File: config.mk
export PLATFORM = sky130hd
export DESIGN_NAME = magic_nmi_ctrl
export DESIGN_NICKNAME = d
export VERILOG_FILES = /design/src/rtl/magic_nmi_ctrl.sv
export SDC_FILE = /design/constraint.sdc
export NUM_CORES = 1
export LEC_CHECK = 0
export ABC_AREA = 1
export BUFFER_PORTS_ARGS = -buffer_cell sky130_fd_sc_hd__buf_2
export CELL_PAD_IN_SITES_DETAIL_PLACEMENT = 0
export CELL_PAD_IN_SITES_GLOBAL_PLACEMENT = 1
export CORE_MARGIN = 2
export CORE_UTILIZATION = 39
export CTS_BUF_LIST = sky130_fd_sc_hd__clkbuf_16
export DETAILED_ROUTE_END_ITERATION = 10
export PLACE_DENSITY = 0.81
export RECOVER_POWER = 25
export SLEW_MARGIN = 20
export SYNTH_ARGS = -nofsm -noshare
export SYNTH_HDL_FRONTEND = slang
export SYNTH_SLANG_ARGS = --single-unit
File: constraint.sdc
create_clock -name clk28 -period 2.1 [get_ports clk28]
set_clock_uncertainty 0.15 [all_clocks]
set_input_delay 0.21 -clock clk28 [delete_from_list [all_inputs] [get_ports clk28]]
set_output_delay 0.21 -clock clk28 [all_outputs]
set_load 0.01 [all_outputs]
File: src/rtl/magic_nmi_ctrl.sv
// magic_nmi_ctrl: service-mode (magic button) controller for the CPLD.
// Latches NMI requests on the frame-interrupt edge, maps the service ROM at
// the 0x0066 entry fetch, validates it by its first opcode, handles the
// exit/remap traps and exposes a small I/O-mapped configuration register file.
module magic_nmi_ctrl #(
  parameter int                 NSRC     = 2,
  parameter int                 NREG     = 12,
  parameter logic [NREG*8-1:0]  CFG_RST  = '0,
  parameter logic [7:0]         CFG_PORT = 8'hFF,
  parameter logic [7:0]         SIG      = 8'hEB,
  parameter logic [15:0]        EXIT_A   = 16'hF000,
  parameter logic [15:0]        REMAP_A  = 16'hF008,
  parameter int                 WDOG     = 3
) (
  input  logic              clk28,
  input  logic              rst_n,
  input  logic              mreq_i,
  input  logic              ioreq_i,
  input  logic              m1_i,
  input  logic              rd_i,
  input  logic              wr_i,
  input  logic [15:0]       a_i,
  input  logic [7:0]        d_i,
  input  logic              n_int_i,
  input  logic              n_int_next_i,
  input  logic [NSRC-1:0]   req_i,
  input  logic [3:0]        aux_st_i,
  output logic [7:0]        d_out_o,
  output logic              d_out_active_o,
  output logic              n_nmi_o,
  output logic              magic_mode_o,
  output logic              magic_map_o,
  output logic [2:0]        cause_o,
  output logic [NREG*8-1:0] cfg_q_o
);

  localparam int WW = (WDOG < 2) ? 1 : $clog2(WDOG + 1);

  typedef enum logic [2:0] {
    IDLE,
    PEND,
    SIGCHK,
    ACTIVE,
    UNMAP,
    REARM
  } state_t;

  state_t            state_q, state_d;
  logic              nNmi_q, nNmi_d;
  logic              magicMode_q, magicMode_d;
  logic              magicMap_q, magicMap_d;
  logic [2:0]        cause_q, cause_d;
  logic [WW-1:0]     wdog_q, wdog_d;
  logic              rearm_q, rearm_d;
  logic              fetchSeen_q, fetchSeen_d;
  logic              sigOk_q, sigOk_d;
  logic [NREG*8-1:0] cfg_q, cfg_d;
  logic [7:0]        dOut_q, dOut_d;
  logic              dOutActive_q, dOutActive_d;

  logic       frameEdge;
  logic       opFetch;
  logic       memRead;
  logic       cfgSel;
  logic [7:0] cfgIdx;
  logic [2:0] prioIdx;
  logic [7:0] readData;

  assign frameEdge = n_int_i && !n_int_next_i;
  assign opFetch   = m1_i && mreq_i && rd_i;
  assign memRead   = mreq_i && rd_i;
  assign cfgSel    = magicMap_q && ioreq_i && (a_i[7:0] == CFG_PORT);
  assign cfgIdx    = a_i[15:8];

  // Pick the lowest-numbered active request source (bit 0 wins).
  always_comb begin
    prioIdx = 3'd0;
    for (int i = NSRC - 1; i >= 0; i--) begin
      if (req_i[i]) prioIdx = 3'(i);
    end
  end

  // Session sequencing: next state and registered control outputs.
  always_comb begin
    state_d     = state_q;
    nNmi_d      = nNmi_q;
    magicMode_d = magicMode_q;
    magicMap_d  = magicMap_q;
    cause_d     = cause_q;
    wdog_d      = wdog_q;
    rearm_d     = rearm_q;
    fetchSeen_d = fetchSeen_q;
    sigOk_d     = sigOk_q;
    case (state_q)
      IDLE: begin
        if (frameEdge && (|req_i) && !magicMode_q) begin
          cause_d     = prioIdx;
          nNmi_d      = 1'b0;
          magicMode_d = 1'b1;
          wdog_d      = '0;
          state_d     = PEND;
        end
      end
      PEND: begin
        if (m1_i && mreq_i && (a_i == 16'h0066)) begin
          nNmi_d      = 1'b1;
          magicMap_d  = 1'b1;
          fetchSeen_d = 1'b0;
          state_d     = SIGCHK;
        end else if ((WDOG != 0) && frameEdge) begin
          if (int'(wdog_q) + 1 >= WDOG) begin
            nNmi_d      = 1'b1;
            magicMode_d = 1'b0;
            state_d     = IDLE;
          end else begin
            wdog_d = wdog_q + 1'b1;
          end
        end
      end
      SIGCHK: begin
        if (!fetchSeen_q) begin
          if (opFetch) begin
            fetchSeen_d = 1'b1;
            sigOk_d     = (d_i == SIG);
          end
        end else if (!opFetch) begin
          fetchSeen_d = 1'b0;
          if (sigOk_q) begin
            state_d = ACTIVE;
          end else begin
            magicMode_d = 1'b0;
            magicMap_d  = 1'b0;
            state_d     = IDLE;
          end
        end
      end
      ACTIVE: begin
        if (memRead && (a_i == EXIT_A)) begin
          magicMode_d = 1'b0;
          rearm_d     = 1'b0;
          state_d     = UNMAP;
        end else if (memRead && (a_i == REMAP_A)) begin
          rearm_d = 1'b1;
          state_d = UNMAP;
        end
      end
      UNMAP: begin
        if (!mreq_i) begin
          magicMap_d = 1'b0;
          state_d    = rearm_q ? REARM : IDLE;
        end
      end
      REARM: begin
        if (m1_i && mreq_i) begin
          magicMap_d = 1'b1;
          state_d    = ACTIVE;
        end
      end
      default: begin
        state_d = IDLE;
      end
    endcase
  end

  // Session state register; reset boots straight into a mapped service session.
  always_ff @(posedge clk28 or negedge rst_n) begin
    if (!rst_n) begin
      state_q     <= SIGCHK;
      nNmi_q      <= 1'b1;
      magicMode_q <= 1'b1;
      magicMap_q  <= 1'b1;
      cause_q     <= 3'd0;
      wdog_q      <= '0;
      rearm_q     <= 1'b0;
      fetchSeen_q <= 1'b0;
      sigOk_q     <= 1'b0;
    end else begin
      state_q     <= state_d;
      nNmi_q      <= nNmi_d;
      magicMode_q <= magicMode_d;
      magicMap_q  <= magicMap_d;
      cause_q     <= cause_d;
      wdog_q      <= wdog_d;
      rearm_q     <= rearm_d;
      fetchSeen_q <= fetchSeen_d;
      sigOk_q     <= sigOk_d;
    end
  end

  // Config writes: port index k selects register k-1; k=0 and out-of-range are dropped.
  always_comb begin
    cfg_d = cfg_q;
    if (cfgSel && wr_i) begin
      for (int i = 0; i < NREG; i++) begin
        if (cfgIdx == 8'(i + 1)) cfg_d[8*i +: 8] = d_i;
      end
    end
  end

  // Config read mux: index 0 is the status byte, unknown indices read as 0xFF.
  always_comb begin
    readData = 8'hFF;
    if (cfgIdx == 8'd0) begin
      readData = {aux_st_i, cause_q, |req_i};
    end else begin
      for (int i = 0; i < NREG; i++) begin
        if (cfgIdx == 8'(i + 1)) readData = cfg_q[8*i +: 8];
      end
    end
  end

  // Read data is captured while the port is read and held otherwise.
  always_comb begin
    dOutActive_d = cfgSel && rd_i;
    dOut_d       = (cfgSel && rd_i) ? readData : dOut_q;
  end

  // Register file and read-data registers.
  always_ff @(posedge clk28 or negedge rst_n) begin
    if (!rst_n) begin
      cfg_q        <= CFG_RST;
      dOut_q       <= 8'h00;
      dOutActive_q <= 1'b0;
    end else begin
      cfg_q        <= cfg_d;
      dOut_q       <= dOut_d;
      dOutActive_q <= dOutActive_d;
    end
  end

  assign d_out_o        = dOut_q;
  assign d_out_active_o = dOutActive_q;
  assign n_nmi_o        = nNmi_q;
  assign magic_mode_o   = magicMode_q;
  assign magic_map_o    = magicMap_q;
  assign cause_o        = cause_q;
  assign cfg_q_o        = cfg_q;

endmodule

==> impl_metrics.xml, run 1 <==
<?xml version="1.0" encoding="UTF-8"?>
<metrics>
  <group name="outcome">
    <metric name="status" unit="">complete, no violations</metric>
  </group>
  <group name="sta">
    <metric name="timing.setup.tns" unit="ns">0</metric>
    <metric name="slew_headroom" unit="%">45.8</metric>
    <metric name="whs" unit="ns">0.0647</metric>
    <metric name="max_clock_freq" unit="GHz">0.496</metric>
    <metric name="timing_hold_violations_final" unit="">0</metric>
    <metric name="finalCriticalPeriod" unit="ns">2.02</metric>
    <metric name="min_period_over_period" unit="%">96.0</metric>
    <metric name="grt_setup_unrepaired" unit="">true</metric>
    <metric name="maxSlewViolCount" unit="">0</metric>
    <metric name="timing_worst_slew_pin_value" unit="ns">0.813</metric>
    <metric name="report.final.setup_viol" unit="">0</metric>
  </group>
  <group name="routing">
    <metric name="drt_iter0_drc" unit="">335</metric>
    <metric name="dr.pass1.iters" unit="">5</metric>
    <metric name="drt-wirelength-per-cell" unit="um">17.0</metric>
    <metric name="ant_nets" unit="">0</metric>
    <metric name="avgViaCountPerCell" unit="">5.06</metric>
    <metric name="drc" unit="">0</metric>
    <metric name="drt-total-wl" unit="um">19300</metric>
    <metric name="vias" unit="">5746</metric>
  </group>
  <group name="logic_synthesis">
    <metric name="commonest_register_cell_after_synthesis" unit="">sky130_fd_sc_hd__dfrtp_1</metric>
    <metric name="synth_cell_type_count" unit="">44</metric>
    <metric name="avgSynthCellArea" unit="um2">8.03</metric>
    <metric name="postSynthCellCount" unit="">743</metric>
    <metric name="synth_edf_count" unit="">0</metric>
    <metric name="yosys_warnings" unit="">0</metric>
    <metric name="ys_ff_latch" unit="">117</metric>
    <metric name="ys_seq_area_share" unit="%">49.2</metric>
    <metric name="synth_async_sr_flop_share" unit="%">100</metric>
    <metric name="synthesis.area" unit="um2">5970</metric>
  </group>
  <group name="pwr">
    <metric name="total_power" unit="mW">6.19</metric>
    <metric name="power_leakage" unit="nW">4.09</metric>
    <metric name="p_per_area" unit="nW/um2">784</metric>
    <metric name="internal_power" unit="mW">4.58</metric>
    <metric name="clock_share_of_power" unit="%">49.2</metric>
    <metric name="combinational_share_of_power" unit="%">12.5</metric>
    <metric name="power.sequential.fraction" unit="%">38.4</metric>
    <metric name="ir_drop" unit="V">0.000598</metric>
    <metric name="p_sw" unit="mW">1.61</metric>
    <metric name="fraction_of_power_spent_switching_nets" unit="%">26.0</metric>
  </group>
  <group name="floorplan">
    <metric name="io-pin-count" unit="">150</metric>
    <metric name="placeableCoreArea" unit="um2">15100</metric>
    <metric name="die_height" unit="um">128</metric>
    <metric name="initial_utilization" unit="%">39.5</metric>
    <metric name="floorplan.rows" unit="">45</metric>
    <metric name="chipWidth" unit="um">128</metric>
    <metric name="floorplan.die_area" unit="um2">16300</metric>
  </group>
  <group name="worst_setup_path">
    <metric name="critical_path.startpoint_type" unit="">flop</metric>
    <metric name="worst_ep_arrival_time" unit="ns">2.20</metric>
    <metric name="timing.critical_path.required" unit="ns">2.29</metric>
    <metric name="crit_path_max_fanout" unit="">5</metric>
    <metric name="crit_path_end_kind" unit="">flop</metric>
    <metric name="regToRegStartpoint" unit="">state_q[1]$_DFFE_PN1P_</metric>
    <metric name="worst_setup_path_start" unit="">state_q[1]$_DFFE_PN1P_</metric>
    <metric name="setup.worst_path.class" unit="">reg -&gt; reg</metric>
  </group>
  <group name="layout">
    <metric name="area_delta_synth_final" unit="%">32.4</metric>
    <metric name="finalInstanceArea" unit="um2">7900</metric>
    <metric name="fillerInstances" unit="">1485</metric>
    <metric name="design.final.nets" unit="">974</metric>
    <metric name="post_route_cells_drive_above_1_share" unit="%">30.2</metric>
    <metric name="post_layout_nonfiller_instances" unit="">1135</metric>
  </group>
  <group name="placed_design">
    <metric name="dp_cells" unit="">1087</metric>
    <metric name="port-buffer-count" unit="">147</metric>
    <metric name="detailedPlacementHpwl" unit="um">14000</metric>
    <metric name="dpl_cell_area" unit="um2">7100</metric>
    <metric name="place.gp.congestion" unit="">0.926</metric>
  </group>
  <group name="worst_hold_path">
    <metric name="worst_hold_path_type" unit="">in -&gt; reg</metric>
    <metric name="hold_path.startpoint" unit="">a_i[1]</metric>
  </group>
  <group name="clock_tree">
    <metric name="clk_root_buffer_cell" unit="">sky130_fd_sc_hd__clkbuf_16</metric>
    <metric name="numCtsBuffers" unit="">17</metric>
    <metric name="clock-sinks" unit="">117</metric>
    <metric name="cts_htree_levels" unit="">4</metric>
    <metric name="clk_transition_reported_paths" unit="ns">0.06</metric>
    <metric name="tritoncts" unit="">built</metric>
    <metric name="worstSkewPairLatency" unit="ns">0.42</metric>
    <metric name="clock_tree.buffer_depth" unit="">2</metric>
  </group>
  <group name="global_routing">
    <metric name="grt_antenna_before_repair" unit="">1</metric>
    <metric name="first_global_vias" unit="">5364</metric>
    <metric name="grt.overflow.total" unit="">0</metric>
    <metric name="grt_overall_usage" unit="%">24.3</metric>
    <metric name="grt_first_pass_wirelength" unit="um">29900</metric>
    <metric name="grt_start_max_net_pins" unit="">54</metric>
  </group>
  <group name="job">
    <metric name="max_cap_violations" unit="">0</metric>
  </group>
</metrics>
[critical path, stage by stage, from the launching register on]
cell and delay, ns:
sky130_fd_sc_hd__dfstp_2 0.57, sky130_fd_sc_hd__inv_1 0.07, sky130_fd_sc_hd__nor3_2 0.16, sky130_fd_sc_hd__nand3_2 0.15
sky130_fd_sc_hd__nor2_2 0.13, sky130_fd_sc_hd__nand3_1 0.07, sky130_fd_sc_hd__dlygate4sd3_1 0.56, sky130_fd_sc_hd__o21ai_0 0.08
[what timing repair did]
item / in CTS / in global routing
setup buffers: 0 / 2
endpoints found under the setup margin: 2 / 58
hold buffers: 12 / 0
endpoints found under the hold margin: 94 / 0
pin swaps: 0 / 5
gates cloned: 1 / 0
gates resized for setup: 0 / 11
[power by group through the flow]
stage | sequential [mW] | combinational (mW) | clock (mW)
floorplan | 2.42 | 0.428 | 0
global placement | 2.41 | 0.711 | 0
detailed placement | 2.41 | 0.718 | 0
CTS | 2.37 | 0.738 | 3.07
global route | 2.38 | 0.865 | 3.17
finish | 2.37 | 0.773 | 3.04
[path summary, 6_finish.rpt]
kind	end	slack, ns	depth (start not counted)
max	sigOk_q$_DFFE_PN0P_	0.08	7
min	rearm_q$_DFFE_PN0P_	0.06	3
max reg2reg	sigOk_q$_DFFE_PN0P_	0.08	7
min reg2reg	magic_mode_o$_DFFE_PN1P_	0.32	2
max in group asynchronous	cfg_q_o[62]$_DFFE_PN0P_	0.43	3
min in group asynchronous	cfg_q_o[3]$_DFFE_PN0P_	0.28	2
[synth_stat cells, drive strengths merged (2+ instances only)]
cell | number | area share [%]
dfrtp | 113 | 47
nand3b | 13 | 1.6
or2 | 21 | 2.2
buf | 18 | 2.6
nor4 | 4 | 0.42
nor2 | 84 | 6.3
a211oi | 2 | 0.46
dfstp | 4 | 1.8
and2 | 2 | 0.21
a21oi | 13 | 1.2
ha | 2 | 0.42
o21ai | 117 | 9.9
o31ai | 2 | 0.25
clkbuf | 9 | 0.57
nor3 | 10 | 1.1
nand2 | 204 | 13
nand4 | 14 | 1.7
inv | 70 | 4.4
nand3 | 32 | 3.3
[state kept, by name, indices dropped and copies added (netlist names)]
register        count
cfg_q_o            96
d_out_o             8
state_q             3
wdog_q              2
cause_o             1
d_out_active_o      1
fetchSeen_q         1
magic_map_o         1
magic_mode_o        1
n_nmi_o             1
rearm_q             1
sigOk_q             1
[area by class of cell]
type	instances	area (um2)	share of cell area (%)
Sequential cell	117	2930	37.1
Clock inverter	15	186	2.36
Multi-Input combinational cell	531	2650	33.5
Timing Repair Buffer	196	1210	15.3
Inverter	70	263	3.33
Clock buffer	17	425	5.39
Antenna cell	1	2.50	0.0317
Tap cell	188	235	2.98
[routing by layer]
layer / vias up / track usage, % / part of all wire, %
li1: 2797 / - / -
met1: 2698 / 35.9 / 47
met2: 221 / 35.1 / 44
met3: 30 / 5.76 / 7.1
met4: 0 / 7.69 / 2.0
met5: - / 0 / 0
[per-stage QoR]
step,util (%),setup WS [ns]
after floorplan,-,0.222
after detailed placement,47.1,-0.0695
after CTS,52.0,0.0179
after global routing,52.3,-0.00611
after global placement,47.1,-0.0685
final,52.3,0.0837
[cells in the final DEF, fill, tap and decap left out, drive strengths merged]
cell and instances:
o22ai 1, nor4b 1, diode 1, nand3b 13
clkinv 7, o211ai 1, a22oi 1, nor2 84
bufinv 4, a31oi 1, nor3 10, buf 182
nand3 32, inv 71, mux2 1, and3 1
a211oi 2, and2 2, a21oi 13, nand2 204
nor3b 1, dfrtp 113, clkinvlp 3, dfstp 4
o31ai 2, o21ai 117, or2 21, clkbuf 19
nor4 4, ha 2, dlygate4sd3 12, nand4 15
conb 2
[cells by family after synthesis]
| group | share of synthesized area (%) |
|---|---|
| AO/OA/AOI/OAI | 12.2 |
| adder cells (fa/ha/maj) | 0.419 |
| buffers and inverters | 7.57 |
| flip-flops | 49.2 |
| multiplexers | 0.189 |
| other | 0.0629 |
| AND/OR/NAND/NOR | 30.4 |
Note: power is estimated with default switching activity, not from simulation.
==> run 2: changes to the inputs <==
- CORE_ASPECT_RATIO: not set -> 1.5
- SLEW_MARGIN: 20 -> 10
==> impl_metrics.xml, run 2 (same netlist as run 1, synthesis figures left out) <==
<?xml version="1.0" encoding="UTF-8"?>
<metrics>
  <group name="floorplan">
    <metric name="die_height" unit="um">155</metric>
    <metric name="chipWidth" unit="um">105</metric>
    <metric name="initial_utilization" unit="%">39.8</metric>
    <metric name="floorplan.die_area" unit="um2">16300</metric>
    <metric name="placeableCoreArea" unit="um2">15000</metric>
    <metric name="floorplan.rows" unit="">55</metric>
    <metric name="io-pin-count" unit="">150</metric>
  </group>
  <group name="sta">
    <metric name="timing_worst_slew_pin_value" unit="ns">1.13</metric>
    <metric name="report.final.setup_viol" unit="">0</metric>
    <metric name="whs" unit="ns">0.0254</metric>
    <metric name="slew_headroom" unit="%">24.5</metric>
    <metric name="min_period_over_period" unit="%">93.7</metric>
    <metric name="finalCriticalPeriod" unit="ns">1.97</metric>
    <metric name="layout_setup_ws" unit="ns">0.131</metric>
    <metric name="max_clock_freq" unit="GHz">0.508</metric>
    <metric name="grt_setup_unrepaired" unit="">false</metric>
    <metric name="timing_hold_violations_final" unit="">0</metric>
    <metric name="maxSlewViolCount" unit="">0</metric>
    <metric name="timing.setup.tns" unit="ns">0</metric>
  </group>
  <group name="worst_setup_path">
    <metric name="crit_path_top_delay_cell" unit="">sky130_fd_sc_hd__dfstp_2</metric>
    <metric name="timing.critical_path.cells" unit="">nor2_2, inv_1, nor2_4, inv_2, nor2_2, nor2_1, o21ai_1, nor2_1, inv_1, or2_4, a21oi_2, a21oi_1</metric>
    <metric name="critical_path.startpoint_type" unit="">flop</metric>
    <metric name="crit_path_end_kind" unit="">flop</metric>
    <metric name="timing.critical_path.required" unit="ns">2.24</metric>
    <metric name="worst_ep_arrival_time" unit="ns">2.11</metric>
    <metric name="slowest_delay" unit="ns">0.57</metric>
    <metric name="crit_path_max_fanout" unit="">5</metric>
    <metric name="setup.worst_path.class" unit="">reg -&gt; reg</metric>
  </group>
  <group name="global_routing">
    <metric name="grt_first_pass_wirelength" unit="um">30500</metric>
    <metric name="grt_start_max_net_pins" unit="">54</metric>
    <metric name="first_global_vias" unit="">5688</metric>
    <metric name="grt_overall_usage" unit="%">24.8</metric>
    <metric name="grt_antenna_before_repair" unit="">0</metric>
    <metric name="grt.overflow.total" unit="">0</metric>
  </group>
  <group name="layout">
    <metric name="layout.core_utilization" unit="%">52.7</metric>
    <metric name="fillerInstances" unit="">1550</metric>
    <metric name="largest_register_ffs" unit="">96</metric>
    <metric name="antennaDiodeCount" unit="">0</metric>
    <metric name="layout.cells.most_common" unit="">sky130_fd_sc_hd__nand2_1</metric>
    <metric name="layout_common_cells" unit="">sky130_fd_sc_hd__nand2_1 (192), sky130_fd_sc_hd__buf_2 (146), sky130_fd_sc_hd__dfrtp_1 (113)</metric>
    <metric name="area_delta_synth_final" unit="%">32.5</metric>
    <metric name="post_route_cells_drive_above_1_share" unit="%">30.7</metric>
    <metric name="post_layout_nonfiller_instances" unit="">1140</metric>
    <metric name="design.final.nets" unit="">969</metric>
  </group>
  <group name="placed_design">
    <metric name="dp_cells" unit="">1096</metric>
    <metric name="port-buffer-count" unit="">147</metric>
    <metric name="place.gp.congestion" unit="">0.885</metric>
    <metric name="detailedPlacementHpwl" unit="um">14900</metric>
    <metric name="pre_cts_slack" unit="ns">-0.153</metric>
  </group>
  <group name="clock_tree">
    <metric name="clock_tree.buffer_depth" unit="">2</metric>
    <metric name="tritoncts" unit="">built</metric>
    <metric name="clk_root_buffer_cell" unit="">sky130_fd_sc_hd__clkbuf_16</metric>
    <metric name="clock-sinks" unit="">117</metric>
    <metric name="clk_transition_reported_paths" unit="ns">0.06</metric>
    <metric name="cts_htree_levels" unit="">4</metric>
    <metric name="worstSkewPairLatency" unit="ns">0.41</metric>
    <metric name="numCtsBuffers" unit="">17</metric>
  </group>
  <group name="routing">
    <metric name="vias" unit="">5782</metric>
    <metric name="drt-wirelength-per-cell" unit="um">17.7</metric>
    <metric name="avgViaCountPerCell" unit="">5.07</metric>
    <metric name="drt-total-wl" unit="um">20200</metric>
    <metric name="dr.pass1.iters" unit="">5</metric>
    <metric name="ant_nets" unit="">0</metric>
    <metric name="drc" unit="">0</metric>
    <metric name="drt_iter0_drc" unit="">362</metric>
  </group>
  <group name="pwr">
    <metric name="ir_drop" unit="V">0.000520</metric>
    <metric name="p_per_area" unit="nW/um2">787</metric>
    <metric name="power_leakage" unit="nW">4.17</metric>
  </group>
  <group name="job">
    <metric name="max_cap_violations" unit="">0</metric>
  </group>
  <group name="worst_hold_path">
    <metric name="worst_hold_path_type" unit="">in -&gt; reg</metric>
  </group>
  <group name="outcome">
    <metric name="status" unit="">complete, no violations</metric>
  </group>
</metrics>
-- run 2: cell types whose count changed in the layout (fill, tap and decap cells not counted), moves of 2 or more --
cell,previous run,this run
sky130_fd_sc_hd__nand2_1,198,192
sky130_fd_sc_hd__nand2_4,1,7
sky130_fd_sc_hd__buf_12,6,2
sky130_fd_sc_hd__dlygate4sd3_1,12,8
sky130_fd_sc_hd__buf_6,0,2
-- run 2: repair_timing --
| action | CTS | global route |
|---|---|---|
| endpoints found under the hold margin | 120 | 0 |
| hold buffers | 8 | 0 |
| gates resized for setup | 7 | 18 |
| pin swaps | 0 | 3 |
| buffers inserted | 0 | 1 |
| gates cloned | 0 | 3 |
| setup endpoints to repair | 54 | 106 |
-- run 2: final cells by class --
class | instances | area [um2] | share of cell area [%]
Multi-Input combinational cell | 532 | 2720 | 34.4
Clock buffer | 17 | 425 | 5.38
Sequential cell | 117 | 2930 | 37.1
Tap cell | 199 | 249 | 3.15
Inverter | 70 | 263 | 3.32
Timing Repair Buffer | 190 | 1130 | 14.3
Clock inverter | 15 | 189 | 2.39
-- run 2: worst paths after layout --
| kind | from | end | slack (ns) | cells after the start |
|---|---|---|---|---|
| setup / recovery | state_q[1]$_DFFE_PN1P_ | wdog_q[0]$_DFFE_PN0P_ | 0.13 | 12 |
| hold / removal | rd_i | fetchSeen_q$_DFFE_PN0P_ | 0.03 | 3 |
| setup reg to reg | state_q[1]$_DFFE_PN1P_ | wdog_q[0]$_DFFE_PN0P_ | 0.13 | 12 |
| hold reg to reg | d_out_o[5]$_DFFE_PN0P_ | d_out_o[5]$_DFFE_PN0P_ | 0.33 | 2 |
| max in group asynchronous | rst_n | cfg_q_o[7]$_DFFE_PN0P_ | 0.37 | 3 |
| min in group asynchronous | rst_n | state_q[0]$_DFFE_PN0P_ | 0.39 | 2 |
-- run 2: where the power goes --
group / switching [mW] / total (mW) / internal, mW
combinational: 0.519 / 0.821 / 0.302
sequential: 0.0460 / 2.38 / 2.33
clock: 1.06 / 3.03 / 1.97
total: 1.62 / 6.22 / 4.60
-- run 2: per-stage QoR --
stage / total power, mW / cell area, um2
6_report: 6.22 / 7910
5_1_grt: 6.45 / 7910
4_1_cts: 6.22 / 7780
3_5_place_dp: 3.18 / 7070
3_3_place_gp: 3.18 / 7070
2_1_floorplan: 2.85 / 5970
-- run 2: worst max-delay path, delay by kind of cell (launching register included) --
family          cells  cell delay, ns
simple gates        6            0.63
flops               1            0.57
buf+inv             3            0.24
compound gates      3            0.24
-- run 2: layer usage --
metal / wire [um] / up-vias / track usage (%)
met4: 872 / 0 / 13.0
met1: 7920 / 2744 / 27.4
li1: - / 2792 / -
met3: 837 / 51 / 4.78
met2: 10600 / 195 / 44.8
met5: 0 / - / 0
